$ cat src/rtl/linked_list_engine.sv
// linked_list_engine
//   Linked-list manager over a small node memory. Each entry holds
//   {data, next}; address 0 is the null sentinel. A command engine walks a
//   list one node per cycle to execute SEARCH, INSERT_AFTER, DELETE and
//   LENGTH. A walk that has not ended after 2**ADDR_WIDTH-1 hops is
//   reported as a LOOP.
//
// Ports
//   clk_i, rst_i          clock, synchronous active-high reset
//   wr_en_i/addr/data     bulk-init node write (IDLE only, addr 0 ignored)
//   cmd_*                 command channel (valid/ready), op/head/target/new/data
//   rsp_*                 response channel (valid/ready), status/addr/count
//   rd_addr_i/rd_data_o   combinational debug read of the node memory
module linked_list_engine #(
    parameter int DATA_WIDTH = 4,
    parameter int ADDR_WIDTH = 4
) (
    input  logic                             clk_i,
    input  logic                             rst_i,
    input  logic                             wr_en_i,
    input  logic [ADDR_WIDTH-1:0]            wr_addr_i,
    input  logic [DATA_WIDTH+ADDR_WIDTH-1:0] wr_data_i,
    input  logic                             cmd_valid_i,
    output logic                             cmd_ready_o,
    input  logic [1:0]                       cmd_op_i,
    input  logic [ADDR_WIDTH-1:0]            cmd_head_i,
    input  logic [ADDR_WIDTH-1:0]            cmd_target_i,
    input  logic [ADDR_WIDTH-1:0]            cmd_new_addr_i,
    input  logic [DATA_WIDTH-1:0]            cmd_data_i,
    output logic                             rsp_valid_o,
    input  logic                             rsp_ready_i,
    output logic [1:0]                       rsp_status_o,
    output logic [ADDR_WIDTH-1:0]            rsp_addr_o,
    output logic [ADDR_WIDTH-1:0]            rsp_count_o,
    input  logic [ADDR_WIDTH-1:0]            rd_addr_i,
    output logic [DATA_WIDTH+ADDR_WIDTH-1:0] rd_data_o
);

    localparam int NODE_W = DATA_WIDTH + ADDR_WIDTH;
    localparam int DEPTH  = 1 << ADDR_WIDTH;

    localparam logic [1:0] OP_SEARCH = 2'b00;
    localparam logic [1:0] OP_INSERT = 2'b01;
    localparam logic [1:0] OP_DELETE = 2'b10;
    localparam logic [1:0] OP_LENGTH = 2'b11;

    localparam logic [1:0] ST_OK        = 2'b00;
    localparam logic [1:0] ST_NOT_FOUND = 2'b01;
    localparam logic [1:0] ST_LOOP      = 2'b10;
    localparam logic [1:0] ST_BAD_CMD   = 2'b11;

    typedef enum logic [1:0] {S_IDLE, S_WALK, S_COMMIT, S_RESP} state_t;

    state_t state_q, state_d;

    logic [NODE_W-1:0]     mem_q [DEPTH];

    logic [1:0]            op_q, op_d;
    logic [ADDR_WIDTH-1:0] head_q, head_d;
    logic [ADDR_WIDTH-1:0] target_q, target_d;
    logic [ADDR_WIDTH-1:0] new_q, new_d;
    logic [DATA_WIDTH-1:0] data_q, data_d;
    logic [ADDR_WIDTH-1:0] curr_q, curr_d;
    logic [ADDR_WIDTH-1:0] prev_q, prev_d;
    logic [ADDR_WIDTH-1:0] count_q, count_d;
    logic [1:0]            rsp_status_q, rsp_status_d;
    logic [ADDR_WIDTH-1:0] rsp_addr_q, rsp_addr_d;
    logic [ADDR_WIDTH-1:0] rsp_count_q, rsp_count_d;

    // Decode of the node currently under examination.
    logic [NODE_W-1:0]     curr_node;
    logic [DATA_WIDTH-1:0] curr_data;
    logic [ADDR_WIDTH-1:0] curr_next;
    logic                  accept, bad_cmd, curr_null, key_hit, tgt_hit, cnt_full;

    assign curr_node = mem_q[curr_q];
    assign curr_data = curr_node[NODE_W-1:ADDR_WIDTH];
    assign curr_next = curr_node[ADDR_WIDTH-1:0];

    assign accept    = cmd_valid_i && (state_q == S_IDLE);
    assign bad_cmd   = (cmd_op_i == OP_INSERT) &&
                       ((cmd_new_addr_i == '0) || (cmd_new_addr_i == cmd_target_i));
    assign curr_null = (curr_q == '0);
    assign key_hit   = (op_q == OP_SEARCH) && (curr_data == data_q);
    assign tgt_hit   = ((op_q == OP_INSERT) || (op_q == OP_DELETE)) && (curr_q == target_q);
    // Only 2**ADDR_WIDTH-1 real nodes exist, so a walk still going after
    // that many hops must be revisiting a node.
    assign cnt_full  = (count_q == '1);

    // State register
    always_ff @(posedge clk_i) begin
        if (rst_i) state_q <= S_IDLE;
        else       state_q <= state_d;
    end

    // Next-state logic
    always_comb begin
        state_d = state_q;
        unique case (state_q)
            S_IDLE:   if (accept) state_d = bad_cmd ? S_RESP : S_WALK;
            S_WALK: begin
                if (curr_null || key_hit) state_d = S_RESP;
                else if (tgt_hit)         state_d = S_COMMIT;
                else if (cnt_full)        state_d = S_RESP;
            end
            S_COMMIT: state_d = S_RESP;
            S_RESP:   if (rsp_ready_i) state_d = S_IDLE;
            default:  state_d = S_IDLE;
        endcase
    end

    // Outputs
    always_comb begin
        cmd_ready_o  = (state_q == S_IDLE);
        rsp_valid_o  = (state_q == S_RESP);
        rsp_status_o = rsp_status_q;
        rsp_addr_o   = rsp_addr_q;
        rsp_count_o  = rsp_count_q;
        rd_data_o    = mem_q[rd_addr_i];
    end

    // Datapath next values
    always_comb begin
        op_d         = op_q;
        head_d       = head_q;
        target_d     = target_q;
        new_d        = new_q;
        data_d       = data_q;
        curr_d       = curr_q;
        prev_d       = prev_q;
        count_d      = count_q;
        rsp_status_d = rsp_status_q;
        rsp_addr_d   = rsp_addr_q;
        rsp_count_d  = rsp_count_q;
        unique case (state_q)
            S_IDLE: if (accept) begin
                op_d     = cmd_op_i;
                head_d   = cmd_head_i;
                target_d = cmd_target_i;
                new_d    = cmd_new_addr_i;
                data_d   = cmd_data_i;
                curr_d   = cmd_head_i;
                prev_d   = '0;
                count_d  = '0;
                if (bad_cmd) begin
                    rsp_status_d = ST_BAD_CMD;
                    rsp_addr_d   = '0;
                    rsp_count_d  = '0;
                end
            end
            S_WALK: begin
                if (curr_null) begin
                    rsp_status_d = (op_q == OP_LENGTH) ? ST_OK : ST_NOT_FOUND;
                    rsp_addr_d   = '0;
                    rsp_count_d  = count_q;
                end else if (key_hit) begin
                    rsp_status_d = ST_OK;
                    rsp_addr_d   = curr_q;
                    rsp_count_d  = count_q;
                end else if (tgt_hit) begin
                    // curr/prev frozen on the target for COMMIT
                end else if (cnt_full) begin
                    rsp_status_d = ST_LOOP;
                    rsp_addr_d   = curr_q;
                    rsp_count_d  = count_q;
                end else begin
                    prev_d  = curr_q;
                    curr_d  = curr_next;
                    count_d = count_q + 1'b1;
                end
            end
            S_COMMIT: begin
                rsp_status_d = ST_OK;
                rsp_count_d  = count_q;
                if (op_q == OP_INSERT)  rsp_addr_d = new_q;
                else if (prev_q != '0)  rsp_addr_d = head_q;
                else                    rsp_addr_d = curr_next; // head removed: successor is new head
            end
            default: ;
        endcase
    end

    always_ff @(posedge clk_i) begin
        if (rst_i) begin
            op_q         <= '0;
            head_q       <= '0;
            target_q     <= '0;
            new_q        <= '0;
            data_q       <= '0;
            curr_q       <= '0;
            prev_q       <= '0;
            count_q      <= '0;
            rsp_status_q <= '0;
            rsp_addr_q   <= '0;
            rsp_count_q  <= '0;
        end else begin
            op_q         <= op_d;
            head_q       <= head_d;
            target_q     <= target_d;
            new_q        <= new_d;
            data_q       <= data_d;
            curr_q       <= curr_d;
            prev_q       <= prev_d;
            count_q      <= count_d;
            rsp_status_q <= rsp_status_d;
            rsp_addr_q   <= rsp_addr_d;
            rsp_count_q  <= rsp_count_d;
        end
    end

    // Node memory. Init writes only happen in IDLE and structural edits only
    // in COMMIT, so the two never collide. All COMMIT writes share one edge,
    // which keeps every list edit atomic. In COMMIT curr_q is the target.
    always_ff @(posedge clk_i) begin
        if (rst_i) begin
            for (int i = 0; i < DEPTH; i++) mem_q[i] <= '0;
        end else begin
            if (wr_en_i && (state_q == S_IDLE) && (wr_addr_i != '0))
                mem_q[wr_addr_i] <= wr_data_i;
            if (state_q == S_COMMIT) begin
                if (op_q == OP_INSERT) begin
                    mem_q[new_q]                   <= {data_q, curr_next};
                    mem_q[curr_q][ADDR_WIDTH-1:0]  <= new_q;
                end else begin
                    if (prev_q != '0)
                        mem_q[prev_q][ADDR_WIDTH-1:0] <= curr_next;
                    mem_q[curr_q][ADDR_WIDTH-1:0] <= '0;
                end
            end
        end
    end

endmodule
$ cat config.mk
export PLATFORM = sky130hd
export DESIGN_NAME = linked_list_engine
export DESIGN_NICKNAME = d
export VERILOG_FILES = /design/src/rtl/linked_list_engine.sv
export SDC_FILE = /design/constraint.sdc
export NUM_CORES = 1
export LEC_CHECK = 0
export ABC_AREA = 1
export CAP_MARGIN = 20
export CORE_MARGIN = 4
export CORE_UTILIZATION = 45
export CTS_BUF_LIST = sky130_fd_sc_hd__clkbuf_2
export CTS_CLUSTER_DIAMETER = 50
export DETAILED_ROUTE_END_ITERATION = 7
export PLACE_DENSITY_LB_ADDON = 0.08
export SLEW_MARGIN = 30
export SYNTH_ARGS = -nofsm -noshare
export SYNTH_HDL_FRONTEND = slang
export SYNTH_SLANG_ARGS = --single-unit
$ cat constraint.sdc
create_clock -name clk_i -period 3.3 [get_ports clk_i]
set_clock_uncertainty 0.05 [all_clocks]
set_input_delay 0.66 -clock clk_i [delete_from_list [all_inputs] [get_ports clk_i]]
set_output_delay 0.66 -clock clk_i [all_outputs]
set_load 0.05 [all_outputs]
# Word level (Yosys, flattened, before mapping)
# Memories as Yosys holds them, arrays and structs flattened. A register that Yosys moved wholly into a read port is not among the register bits.
# Index checks and enable logic that the tools add are counted.
# totals
ff_bits	42
mem_bits_rw	128
inputBits	39
out_inout_bits	20
word_cells	147
mem_count	1
# memory_table
name	words	word_bits	read_ports	rd_ports_with_merged_regs	wr	line_no	source
mem_q	16	8	2	1	16	56	logic [NODE_W-1:0] mem_q [DEPTH];
# classes
add_sub_neg	1
n_eq_ne	22
muxes	79
bitwise_logic	7
n_reduce_logical	25
# ops
op	n
$mux W4	33
$mux W8	4
$reduce_or A8 Y1	4
$mux W2	14
$pmux W4 S2	3
$pmux W4 S3	2
$mux W1	21
$eq A4 B4 Y1	4
$ne A4 B4 Y1 const B	3
$eq A2 B2 Y1 const B	4
$logic_not A4 Y1	2
$ne A2 B2 Y1 const B	4
$pmux W2 S4	1
$reduce_bool A4 Y1	2
$eq A2 B1 Y1 const B	3
$logic_and A1 B1 Y1	6
$ne A2 B1 Y1 const B	3
$pmux W2 S3	1
$reduce_and A6 Y1	1
$reduce_and A5 Y1	1
$add A4 B1 Y4 const B	1
$eq A4 B4 Y1 const B	1
$logic_not A2 Y1	2
$logic_or A1 B1 Y1	3
9 further kinds	11

# Logic depth before layout (Yosys ltp)
# depth
depth_word	10
depth_mapped	18
mapped_depth_nobuf	16

# Worst setup path after synthesis
# OpenSTA, ideal clock, no wires.
# synth_timing
path_kind	input to output
start	input rd_addr_i[1]
end	output rd_data_o[0]
t_arrival_ns	2.571
required_time_ns	2.590
setup_slack_ns	0.019
stages	6
path_buffers	2
cell_sequence	clkbuf_1 -> clkbuf_1 -> o21ai_0 -> a21oi_1 -> o22ai_1 -> o21ai_0
# synth_between
elab_chain_cells	1
# synth_lines
element	line_no	source
start, declared	35	input logic [ADDR_WIDTH-1:0] rd_addr_i,
$mem_v2 Z16 W8	n/a	
end, declared	36	output logic [DATA_WIDTH+ADDR_WIDTH-1:0] rd_data_o
# No other way between the ends.

# Final worst setup path
# layout_timing
start	register state_q[0]
end	output cmd_ready_o
# layout_between
elab_chain_cells	1
# layout_lines
element	line_no	source
start, declared	54	state_t state_q, state_d;
start signal, assigned	93	else state_q <= state_d;
$logic_not A2 Y1	114	cmd_ready_o = (state_q == S_IDLE);
end, declared	24	output logic cmd_ready_o,
# No other way between the ends.

==> metrics <==
Die H 159.6 µm; worst flop-to-flop path endpoint mem_q[2][4]; pwr dens 600.2 nW/µm²; total CTS buffers 17; Pint 0.003835 W; peak supply drop approximately 0.41 mV; part of the power in combinational logic 0.444; Final Non-Filler Cells roughly 1700; antenna violations before repair 1; Final Wtd Congestion 0.9032; synthesized area per cell 7.744 µm²; WP data required approximately 2.6 ns; DRC errors left 1; Slew Limit Fails 0; switching power ~0.0032 W; Final ANT Viol Nets 0; #FFs+latches synth 174; Port-buffer cells 58; TNS Setup 0 ns; Core ar. 22640 µm²; Clock Path Buffers 2; Register-to-Register Path Depth 12; slew margin rel. 0.4726; grt ovf 0; first-pass GRT wire length 51480 µm; largest net degree at the start of global routing 66; R2R Setup Slk roughly 0.23 ns; wire length per cell 19.82 µm; fmax 322.4 MHz; yosys warns 0; CP peak stage delay 0.83 ns; final instance area 11740 µm²; syn nets 1383; I/O pin count 59; number of global-route vias before repair 9068; proportion of layout cells with a drive suffix above 1 0.09449; Num Clock Sinks 174; main flop type after synthesis edfxtp_1; fin crit period 3.102 ns; Worst Setup EP cmd_ready_o; share of the synthesized area in the top cell type 0.3718; Static Leak 4.632 nW; Overall Global Routing Usage 0.2557; final layout net count 1432; DP Cell Count around 1600; Syn Inst Count 1335; CTS H-tree lvls 4; Root Driver clkbuf_2; Core Util, Final 0.5185; final worst-path cycle share 0.9400; Reg clk slew, reported paths 0.32 ns; Detailed Place HPWL roughly 23000 µm; switching share of power 0.4558; ys async rst share 0; Yosys top cell by area edfxtp_1; Synth area leaders edfxtp_1 37%, dfxtp_1 8.9%, nand2_1 8.7%, o21ai_0 6.2%, a21oi_1 5.5%; Initial Util 0.4566; critical path's top delay family buffers and inverters; origin of the critical flop-to-flop path state_q[0]; CP Launch Type flip-flop; CTS tree done; DRT iter0 DRCs roughly 1200; die footprint 25460 µm²; WP buf/inv 2; Post-synth EDFFs 128; Setup crit start state_q[0]; Pre-Repair DR Iteration Count 8; final-report setup violation count 0; via count approximately 9800; Die Wd ~160 µm; sequential share of power 0.393; cell area after synthesis approximately 10000 µm²; critical path endpoint category output port; Total Routed Length between 30000 and 40000 µm; post-synthesis sequential area ratio 0.4608; Worst Tran Pin Value around 0.8 ns; Arr. time, crit path 2.39 ns; clock power share 0.163; HP Class in2reg; area growth from synthesis to layout 13.55%; Max Cap Viol 0; row count 55; final hold violations 0; fill count ~2200; CP max stage cell clkdlybuf4s50_1; RSZ-0062 raised after global routing no; crit-path cells inv_1 > ha_1 > clkdlybuf4s50_1; post-synth cell types 37; Via-to-Cell Ratio a little under 6; CP Class reg2out; Crit Path Max Fanout 5; status finished with violations; # resized after CTS 0; placed cell areas 11490 µm²; Hold WS 0.4010 ns; violated checks DRC; CP Depth 3; clk_lat worst skew 0.78 ns
-- cell usage after synthesis (all sizes together) (3+ instances only) --
library cell and instances:
nand2 242, inv 150, nor2 139, o21ai 139, edfxtp 128, a21oi 114
nand3 100, o22ai 62, o211ai 54, clkbuf 46, dfxtp 46, buf 42
nand4 18, ha 9, o221ai 9, or2 7, xnor2 5, a31oi 4
nor3 4, nor4 4, xor2 4, and2 3, mux2i 3
-- flip-flops by register name (all words and copies together) (netlist names), named ones only --
signal	count
new_q	4
curr_q	4
target_q	4
head_q	4
prev_q	4
mem_q	128
rsp_addr_o	4
rsp_status_o	2
rsp_count_o	4
count_q	4
data_q	4
op_q	2
state_q	2
-- cells in the final DEF (no fill, tap or decap), types with 3 or more instances in the layout --
cell / count
clkinv_4: 3
buf_12: 15
o21ai_2: 4
inv_8: 4
inv_6: 4
buf_4: 53
ha_1: 9
inv_2: 8
mux2i_1: 3
dfxtp_1: 45
and2_1: 3
clkbuf_2: 18
nor4_1: 4
o221ai_1: 9
nand2_1: 239
nor3_1: 4
nand2_2: 3
nand3_1: 100
or2_2: 5
o21ai_1: 6
o211ai_1: 53
a21oi_1: 114
nand4_1: 17
edfxtp_1: 128
inv_1: 142
clkdlybuf4s50_1: 48
xnor2_1: 5
nor2_1: 132
o21ai_0: 129
xor2_1: 4
a31oi_1: 4
nor2_2: 4
nor2_4: 3
o22ai_1: 62
-- worst reg2reg max path: cells and delay by family, from the launching register on --
| family | cells | cell delay [ns] |
|---|---|---|
| flip-flops | 1 | 0.42 |
| adder cells (fa/ha/maj) | 1 | 0.30 |
| buffers and inverters | 3 | 0.69 |
| AO/OA/AOI/OAI | 1 | 0.29 |
| AND/OR/NAND/NOR | 7 | 1.10 |
-- metrics by stage --
| stage | worst slack [ns] | power [W] |
|---|---|---|
| after global routing | 0.01635 | 0.007486 |
| after CTS | 0.1468 | 0.007006 |
| after detailed placement | -0.1202 | 0.005881 |
| final | 0.1979 | 0.007046 |
| after floorplan | 0.01885 | 0.004832 |
| after global placement | -0.06103 | 0.005872 |
-- power by group through the flow --
stage / sequential [W] / clock, W / combinational (W)
after global routing: 0.00280 / 0.00125 / 0.00343
after detailed placement: 0.00282 / 0 / 0.00306
final: 0.00277 / 0.00115 / 0.00313
after global placement: 0.00283 / 0 / 0.00305
after CTS: 0.00278 / 0.00116 / 0.00307
after floorplan: 0.00286 / 0 / 0.00197
-- cell type report --
class | instances | area, µm² | area share
Antenna cell | 1 | 2.502 | 0.0002132
Clock buffer | 18 | 90.09 | 0.007673
Clock inverter | 14 | 146.4 | 0.01247
Inverter | 152 | 570.5 | 0.04860
Multi-Input combinational cell | 921 | 4611 | 0.3927
Sequential cell | 174 | 4768 | 0.4062
Tap cell | 285 | 356.6 | 0.03037
Timing Repair Buffer | 118 | 1195 | 0.1018
-- kinds of logic (layout without fill, tap and decap cells) --
kind of cell / count (synthesis) / after routing / synth area share
xor gates and xnor gates: 9 / 9 / 0.007624
DFF: 174 / 174 / 0.4608
other: 0 / 1 / 0
AOI/OAI and AO/OA: 383 / 383 / 0.2120
and+or+nand+nor: 517 / 517 / 0.2125
muxes: 3 / 3 / 0.002905
buffers and inverters: 240 / 302 / 0.09319
adders and majority gates: 9 / 9 / 0.01089
-- timing repair --
| action | 4_1_cts | 5_1_grt |
|---|---|---|
| hold buffers | 0 | 0 |
| setup endpoints to repair | 0 | 7 |
| setup buffers | 0 | 1 |
-- routing by layer --
layer,GRT usage,vias to the layer above,part of all wire
li1,-,4721,-
met1,0.3575,4599,0.42
met2,0.4143,469,0.46
met3,0.04297,59,0.085
met4,0.06706,0,0.026
met5,0,-,0
-- worst min-delay path by stage --
| stage | end | startpoint | depth (start not counted) | slack, ns |
|---|---|---|---|---|
| 6_report | data_q[1] | cmd_data_i[1] | 3 | 0.40 |
| 5_1_grt | data_q[2] | cmd_data_i[2] | 3 | 0.34 |
| 4_1_cts | data_q[1] | cmd_data_i[1] | 3 | 0.35 |
| 3_5_place_dp | head_q[0] | head_q[0] | 2 | 0.40 |
| 3_3_place_gp | head_q[0] | head_q[0] | 2 | 0.40 |
| 2_1_floorplan | head_q[0] | head_q[0] | 2 | 0.38 |
Note: power is estimated with default switching activity, not from simulation.
